<file path="src/rtl/serial_adder_ctrl_pkg.sv">
// Shared definitions for the bit-serial adder controller: FSM state encoding
// and the bit-counter width sized for the largest supported operand width.
package serial_adder_ctrl_pkg;

  localparam int unsigned MAX_WIDTH = 32;
  localparam int unsigned CNT_W     = $clog2(MAX_WIDTH);

  typedef enum logic [1:0] {
    IDLE  = 2'd0,
    SHIFT = 2'd1,
    DONE  = 2'd2
  } state_t;

endpackage

</file>
<file path="src/rtl/serial_adder_ctrl_fa_cell.sv">
// Combinational 1-bit full adder used by serial_adder_ctrl, one bit per cycle.
module serial_fa_cell (
  input  logic a,
  input  logic b,
  input  logic c,
  output logic sum,
  output logic carryOut
);

  always_comb begin
    sum      = a ^ b ^ c;
    carryOut = (a & b) | (a & c) | (b & c);
  end

endmodule

</file>
<file path="src/rtl/serial_adder_ctrl.sv">
// Bit-serial adder: one full-adder bit per cycle, valid/ready on both sides.
// Optional signed-overflow output enabled by defining SERIAL_ADDER_OVF_EN.
module serial_adder_ctrl
  import serial_adder_ctrl_pkg::*;
#(
  parameter int unsigned WIDTH = 8
) (
  input  logic             clk,
  input  logic             rstN,
  input  logic             inValid,
  output logic             inReady,
  input  logic [WIDTH-1:0] opA,
  input  logic [WIDTH-1:0] opB,
  input  logic             carryIn,
  output logic             outValid,
  input  logic             outReady,
  output logic [WIDTH-1:0] sum,
  output logic             carryOut
`ifdef SERIAL_ADDER_OVF_EN
  ,
  output logic             overflow
`endif
);

  state_t           r_state;
  logic [WIDTH-1:0] r_a;
  logic [WIDTH-1:0] r_b;
  logic [WIDTH-1:0] r_acc;
  logic             r_carry;
  logic [CNT_W-1:0] r_cnt;
  logic [WIDTH-1:0] r_sum;
  logic             r_co;
  logic             r_in_ready;
  logic             r_out_valid;
`ifdef SERIAL_ADDER_OVF_EN
  logic             r_ovf;
`endif

  logic             w_s;
  logic             w_co;
  logic             w_last;
  logic [WIDTH-1:0] w_acc_next;

  serial_fa_cell u_fa (
    .a        (r_a[0]),
    .b        (r_b[0]),
    .c        (r_carry),
    .sum      (w_s),
    .carryOut (w_co)
  );

  // Shift-in at the MSB written without a part-select so WIDTH=1 stays legal.
  always_comb begin
    w_last     = (r_cnt == CNT_W'(WIDTH - 1));
    w_acc_next = (r_acc >> 1) | (WIDTH'(w_s) << (WIDTH - 1));
  end

  // The accumulator shifts while busy; sum/carryOut only take the final value,
  // so the visible result stays at the previous one until DONE.
  always_ff @(posedge clk) begin
    if (!rstN) begin
      r_state     <= IDLE;
      r_a         <= '0;
      r_b         <= '0;
      r_acc       <= '0;
      r_carry     <= 1'b0;
      r_cnt       <= '0;
      r_sum       <= '0;
      r_co        <= 1'b0;
      r_in_ready  <= 1'b1;
      r_out_valid <= 1'b0;
`ifdef SERIAL_ADDER_OVF_EN
      r_ovf       <= 1'b0;
`endif
    end else begin
      case (r_state)
        IDLE: begin
          if (inValid && r_in_ready) begin
            r_a        <= opA;
            r_b        <= opB;
            r_carry    <= carryIn;
            r_cnt      <= '0;
            r_in_ready <= 1'b0;
            r_state    <= SHIFT;
          end
        end
        SHIFT: begin
          r_a     <= r_a >> 1;
          r_b     <= r_b >> 1;
          r_acc   <= w_acc_next;
          r_carry <= w_co;
          r_cnt   <= r_cnt + 1'b1;
          if (w_last) begin
            r_sum       <= w_acc_next;
            r_co        <= w_co;
`ifdef SERIAL_ADDER_OVF_EN
            r_ovf       <= r_carry ^ w_co;
`endif
            r_out_valid <= 1'b1;
            r_state     <= DONE;
          end
        end
        DONE: begin
          if (outReady) begin
            r_out_valid <= 1'b0;
            r_in_ready  <= 1'b1;
            r_state     <= IDLE;
          end
        end
        default: begin
          r_out_valid <= 1'b0;
          r_in_ready  <= 1'b1;
          r_state     <= IDLE;
        end
      endcase
    end
  end

  always_comb begin
    inReady  = r_in_ready;
    outValid = r_out_valid;
    sum      = r_sum;
    carryOut = r_co;
`ifdef SERIAL_ADDER_OVF_EN
    overflow = r_ovf;
`endif
  end

endmodule

</file>
<file path="config.mk">
export PLATFORM = sky130hd
export DESIGN_NAME = serial_adder_ctrl
export DESIGN_NICKNAME = d
export VERILOG_FILES = /design/src/rtl/serial_adder_ctrl_pkg.sv /design/src/rtl/serial_adder_ctrl_fa_cell.sv /design/src/rtl/serial_adder_ctrl.sv
export SDC_FILE = /design/constraint.sdc
export NUM_CORES = 1
export LEC_CHECK = 0
export CAP_MARGIN = 20
export CORE_ASPECT_RATIO = 0.75
export CORE_UTILIZATION = 30
export CTS_BUF_LIST = sky130_fd_sc_hd__clkbuf_16
export CTS_CLUSTER_SIZE = 8
export DETAILED_ROUTE_END_ITERATION = 6
export SETUP_SLACK_MARGIN = 0.15
export SLEW_MARGIN = 10
export SYNTH_ARGS = -nofsm -noshare
export SYNTH_HDL_FRONTEND = slang
export SYNTH_SLANG_ARGS = --single-unit
</file>
<file path="constraint.sdc">
create_clock -name clk -period 1.15 [get_ports clk]
set_input_delay 0.23 -clock clk [delete_from_list [all_inputs] [get_ports clk]]
set_output_delay 0.23 -clock clk [all_outputs]
set_load 0.05 [all_outputs]
</file>
==> results of run 1 <==
==> layout by cell type (no fill, tap or decap), types with 3 or more instances in the layout <==
master and count:
a311oi_2 7, buf_12 15, dfxtp_2 13, nand2_1 65, nor3_2 8, clkbuf_16 6
a311oi_1 8, nor3_1 7, mux2i_1 9, a21oi_1 7, dfxtp_4 4, a21oi_2 4
buf_4 19, o21ai_0 4, clkdlybuf4s50_1 18, buf_6 5, nand3_1 3, clkinv_1 3
dfxtp_1 25
==> routing by layer <==
| layer | wire [um] | up-vias | share of wire | global-route usage |
|---|---|---|---|---|
| li1 | - | 855 | - | - |
| met1 | 2340 | 833 | 0.51 | 0.196 |
| met2 | 2060 | 38 | 0.44 | 0.188 |
| met3 | 189 | 5 | 0.041 | 0.0327 |
| met4 | 45 | 0 | 0.0097 | 0.0625 |
| met5 | 0 | - | 0 | 0 |
==> final cells by class <==
cell class	instances	area, sq um	share of cell area
multi-input cells	154	1050	0.361
flip-flops and latches	42	872	0.301
repair buffers	61	737	0.254
clock buffers	5	125	0.0432
well taps	78	97.6	0.0337
clock inverters	3	11.3	0.00389
inverters	2	8.76	0.00302
==> timing repair <==
action                     in CTS  in global routing
setup buffers                   7                  7
setup endpoints to repair      53                 53
gates resized for setup        25                 20
pin swaps                       8                  2
cloned                          1                  3
==> worst max-delay path by stage <==
stage | from | end | slack [ns]
3_3_place_gp | inValid | r_a[0] | -0.34
6_report | r_state[0] | r_a[0] | -0.13
2_1_floorplan | r_state[0] | carryOut | -0.10
5_1_grt | r_state[0] | r_a[0] | -0.21
4_1_cts | r_state[0] | sum[4] | -0.09
3_5_place_dp | inValid | r_a[3] | -0.40
==> power breakdown <==
group | switching, uW | total, uW | internal, uW
clock network | 527 | 1310 | 780
logic | 299 | 634 | 335
registers | 63.9 | 1600 | 1530
==> kinds of logic (layout without fill, tap and decap cells) <==
group,after synthesis,count (layout),synth area share
flip-flops,42,42,0.456
multiplexers,9,9,0.0489
adder cells (fa/ha/maj),2,2,0.0177
buffers and inverters,20,71,0.0760
AND/OR/NAND/NOR,100,103,0.249
AO/OA/AOI/OAI,40,40,0.152
==> sequential cells by signal, summed over array words and instances (netlist names) <==
signal,cells
r_a,8
r_acc,7
r_b,8
r_carry,1
inReady,1
r_cnt,5
outValid,1
sum,8
r_state,2
carryOut,1
==> metrics by stage <==
step,setup TNS [ns],worst slack [ns],cell area (sq um),util,hold slack [ns]
floorplan,-1.66,-0.100,1930,-,0.347
CTS,-1.26,-0.0913,2720,0.464,0.463
finish,-1.84,-0.130,2900,0.495,0.458
global route,-3.72,-0.212,2900,0.495,0.475
global placement,-9.24,-0.343,2450,0.419,0.451
detailed placement,-10.09,-0.400,2450,0.419,0.455
==> metrics.cfg, run 1 <==
[run]
cap_viol_max_count=0

[hold_path]
hold_path_end=r_cnt[0]
hold_path.class=register to register
worstHoldStart=r_cnt[0]
min_path_cells=1

[finish]
post_route_cells_drive_above_1_share=0.375
layout.cells.non_filler=345
final_nets=289
diodes=0
fill_cells=538
syn2layout_area_growth_pct=57.2

[die]
die_height_um=69.9
dieWidth_um=92.5
std_cell_rows=24
core_area_sq_um=5860
design.portCount=32
floorplan.die_area_sq_um=6460
start_util=0.315

[synth]
ys_seq_elements=42
synthArstFlopShare=0
mappedNetlistNets=236
top_ff_cell_synth=dfxtp_1
synthesis.area_sq_um=1840
yosysWarningCount=0
synth.top_cells.by_area=dfxtp_1 (46%), nand2_1 (13%), a311oi_1 (7.1%)
sequential_cell_area_fraction_in_the_yosys_report=0.456
synth_enable_flop_cells=0
syn-mean-instance-area_sq_um=8.65
netlist-cell-type-count=36
synth.largest_area_cell=dfxtp_1
synth_top_area_share=0.456
syn-instance-count=213
synth_most_common_cell=nand2_1
synth.cells.most_frequent=nand2_1 (65), dfxtp_1 (42), a311oi_1 (15), nor3_1 (15), a21oi_1 (11)

[critical_path]
worst_setup_path_end_kind=register
worst-r2r-setup-slack_ns=-0.13
required_ns=1.34
rr_worst_depth=5
critPathLaunchType=register
critical_path_class=register to register
critPathSlowestCell=dfxtp_4
worstPathMaxFanout=7
reg2reg_to=r_a[0]
cp.depth=5
timing.critical_path.buf_inv=2
start_of_the_worst_register_to_register_path=r_state[0]
critPathArrivalTime_ns=1.47
timing.critical_path.cells=nor2b_4, buf_4, clkbuf_16, nand2_1, a311oi_1
critPathMaxStageDelay_ns=0.38
crit_family=flip-flops

[clock_network]
clk_pin_slew_ns=0.06
cts_hold_buffers=0
cts_tree=done
cts-root-to-sink-buffers=2
clk_latency_ns=0.28
numClockSinks=42
ctsRootBufferMaster=clkbuf_16
htreeDepth=2
cts_buffers=5

[sta]
timing.fmax_mhz=781
timing.slew.headroom=0.799
timing_worst_slew_pin_value_ns=0.302
finalWorstSetupSlack_ns=-0.130
slew_viol_final=0
min_period_ns=1.28
hold_viol_final=0
finClkSkew_ns=0.00346
finalSetupViolations=31
rsz0062_at_grt=yes
min_period_over_period=1.11

[power_and_ir_drop]
power.ir.vdd_worst_uv=578
leakagePower_uw=0.00104
cellPowerDensity_nw_per_um2=1220
report.power.total_uw=3540

[placement]
place.detailed.instances=319
place.detailed.hpwl_um=2780
place.gp.congestion=0.739
port_buffers=31

[detailed_routing]
drtAntennaViolNets=0
drt_iter0_markers=58
drt-total-wl_um=4640
drt-pass1-iter-count=4
routed-via-count=1731
remaining_drc_errors=0
vias_per_cell=5.02
wire_length_per_cell_after_detailed_routing_um=13.4

[global_route]
grt.overflow.total=0
grt_first_pass_wirelength_um=6910
antenna_found_initial=0
track_usage=0.135
vias_in_the_first_global_route=1480
grt_max_degree=25

[run_status]
failed_checks=setup timing
status=complete, but fails checks

(Power assumes the default switching activity.)
==> inputs of run 2 (changes only) <==
--- a/config.mk
+++ b/config.mk
@@ -7,10 +7,12 @@
 export LEC_CHECK = 0
 export CAP_MARGIN = 20
 export CORE_ASPECT_RATIO = 0.75
-export CORE_UTILIZATION = 30
+export CORE_UTILIZATION = 47
 export CTS_BUF_LIST = sky130_fd_sc_hd__clkbuf_16
 export CTS_CLUSTER_SIZE = 8
 export DETAILED_ROUTE_END_ITERATION = 6
+export MAX_ROUTING_LAYER = met4
+export PLACE_DENSITY = 0.75
 export SETUP_SLACK_MARGIN = 0.15
 export SLEW_MARGIN = 10
 export SYNTH_ARGS = -nofsm -noshare
==> run 2 against run 1 <==
The run still ends with setup timing left. First-iteration DRC count increased by 98%. Die area decreased by 35%. Global-route usage grew 12 points. Wire length rose by 18%. Final cell count decreased by 6.1%. Final area grew 3.4%. Fmax is 1.8% lower. Sequential share of layout area decreased by 0.91 points. Register-to-register slack lost 0.02 ns. Sequential power hardly changed. Critical endpoint is now sum[0].
==> metrics.cfg, run 2 (synthesized netlist as in run 1, its figures left out) <==
[detailed_routing]
wire_length_per_cell_after_detailed_routing_um=17.0
routed-via-count=1820
drtAntennaViolNets=0
drt-total-wl_um=5490
drt-pass1-iter-count=4
remaining_drc_errors=0
drt_iter0_markers=115
vias_per_cell=5.62

[placement]
placed_cell_area_sq_um=2420
port_buffers=31
place.detailed.hpwl_um=2630
place.gp.congestion=0.768

[clock_network]
clk_pin_slew_ns=0.06
htreeDepth=2
clk_latency_ns=0.28
cts-root-to-sink-buffers=2
ctsRootBufferMaster=clkbuf_16
cts_tree=done
cts_buffers=5
cts_hold_buffers=0
numClockSinks=42

[global_route]
vias_in_the_first_global_route=1708
track_usage=0.255
antenna_found_initial=0
grt.overflow.total=0
grt_first_pass_wirelength_um=7820
grt_max_degree=19

[die]
design.portCount=32
std_cell_rows=19
floorplan.die_area_sq_um=4180
dieWidth_um=74.3
start_util=0.497
core_area_sq_um=3710
die_height_um=56.2

[critical_path]
critPathMaxStageDelay_ns=0.35
critPathArrivalTime_ns=1.51
critical_path_class=register to register
start_of_the_worst_register_to_register_path=r_state[0]
critPathLaunchType=register
worst_setup_path_end_kind=register
cpMostUsedCell=buf_6
worst_setup_path_startpoint=r_state[0]
critPathSlowestCell=dfxtp_4
crit_family=simple AND/OR/NAND/NOR gates
worstPathMaxFanout=5
required_ns=1.36
timing.critical_path.buf_inv=2
timing.critical_path.cells=nor2b_4, buf_6, buf_6, and4_4, mux2i_1

[hold_path]
worstHoldStart=r_acc[1]
hold_path.class=register to register

[finish]
final_nets=294
sequential_cell_area_sq_um=875
fill_cells=219
post_route_cells_drive_above_1_share=0.423
multi_input_area_sq_um=1090
syn2layout_area_growth_pct=62.6
layout_common_cells=nand2_1 (61), dfxtp_1 (25), buf_4 (23)
final_cell_area_sq_um=3000
mostFrequentLayoutCell=nand2_1
diodes=0

[sta]
timing.fmax_mhz=767
slew_viol_final=0
min_period_ns=1.30
min_period_over_period=1.13
timing_worst_slew_pin_value_ns=0.259
finalSetupViolations=29
finalWorstSetupSlack_ns=-0.154
rsz0062_at_grt=yes
timing.slew.headroom=0.827
finalHoldWorstSlack_ns=0.470
finClkSkew_ns=0.00809
hold_viol_final=0

[power_and_ir_drop]
power.ir.vdd_worst_uv=1040
cellPowerDensity_nw_per_um2=1240
leakagePower_uw=0.00109

[run_status]
status=complete, but fails checks
failed_checks=setup timing

[run]
cap_viol_max_count=0

[run 2: where the power goes]
group          leakage [uW]  switching, uW  internal [uW]
logic              0.000672            344            390
clock network     0.0000698            573            803
registers          0.000352           74.1           1530
total               0.00109            991           2720
[run 2: area by class of cell]
cell class,count,share of cell area
multi-input cells,152,0.362
clock buffers,5,0.0418
repair buffers,68,0.273
inverters,2,0.00251
clock inverters,3,0.00710
flip-flops and latches,42,0.292
well taps,52,0.0217
[run 2: path summary, 6_finish.rpt]
path         endpoint  slack [ns]  cells after the start
max            sum[0]       -0.15                      5
min            sum[0]        0.47                      2
max reg2reg    sum[0]       -0.15                      5
min reg2reg    sum[0]        0.47                      2
[run 2: per-stage QoR]
stage	utilization	setup slack (ns)	power [uW]	cells	TNS (ns)
2_1_floorplan	-	-0.100	1940	213	-1.66
3_3_place_gp	0.653	-0.327	2100	295	-8.24
3_5_place_dp	0.653	-0.380	2110	295	-9.22
4_1_cts	0.765	-0.101	3610	320	-1.68
5_1_grt	0.808	-0.211	3850	324	-4.32
6_report	0.808	-0.154	3720	324	-2.89
[run 2: worst reg2reg max path, cell delays in order (launching register included)]
cell     delay [ns]
dfxtp_4        0.35
nor2b_4        0.20
buf_6          0.12
buf_6          0.08
and4_4         0.29
mux2i_1        0.19
[run 2: metal layers]
layer / part of all wire / track usage / wire length, um
met2: 0.51 / 0.397 / 2810
met5: 0 / - / 0
met3: 0.041 / 0.0543 / 225
met1: 0.42 / 0.317 / 2330
met4: 0.024 / 0.111 / 130
[run 2: what timing repair did]
action,CTS,global route
endpoints found under the setup margin,53,53
pin swaps,15,16
endpoints found under the hold margin,0,0
gates cloned,3,0
resized for setup,31,29
buffers inserted,14,4
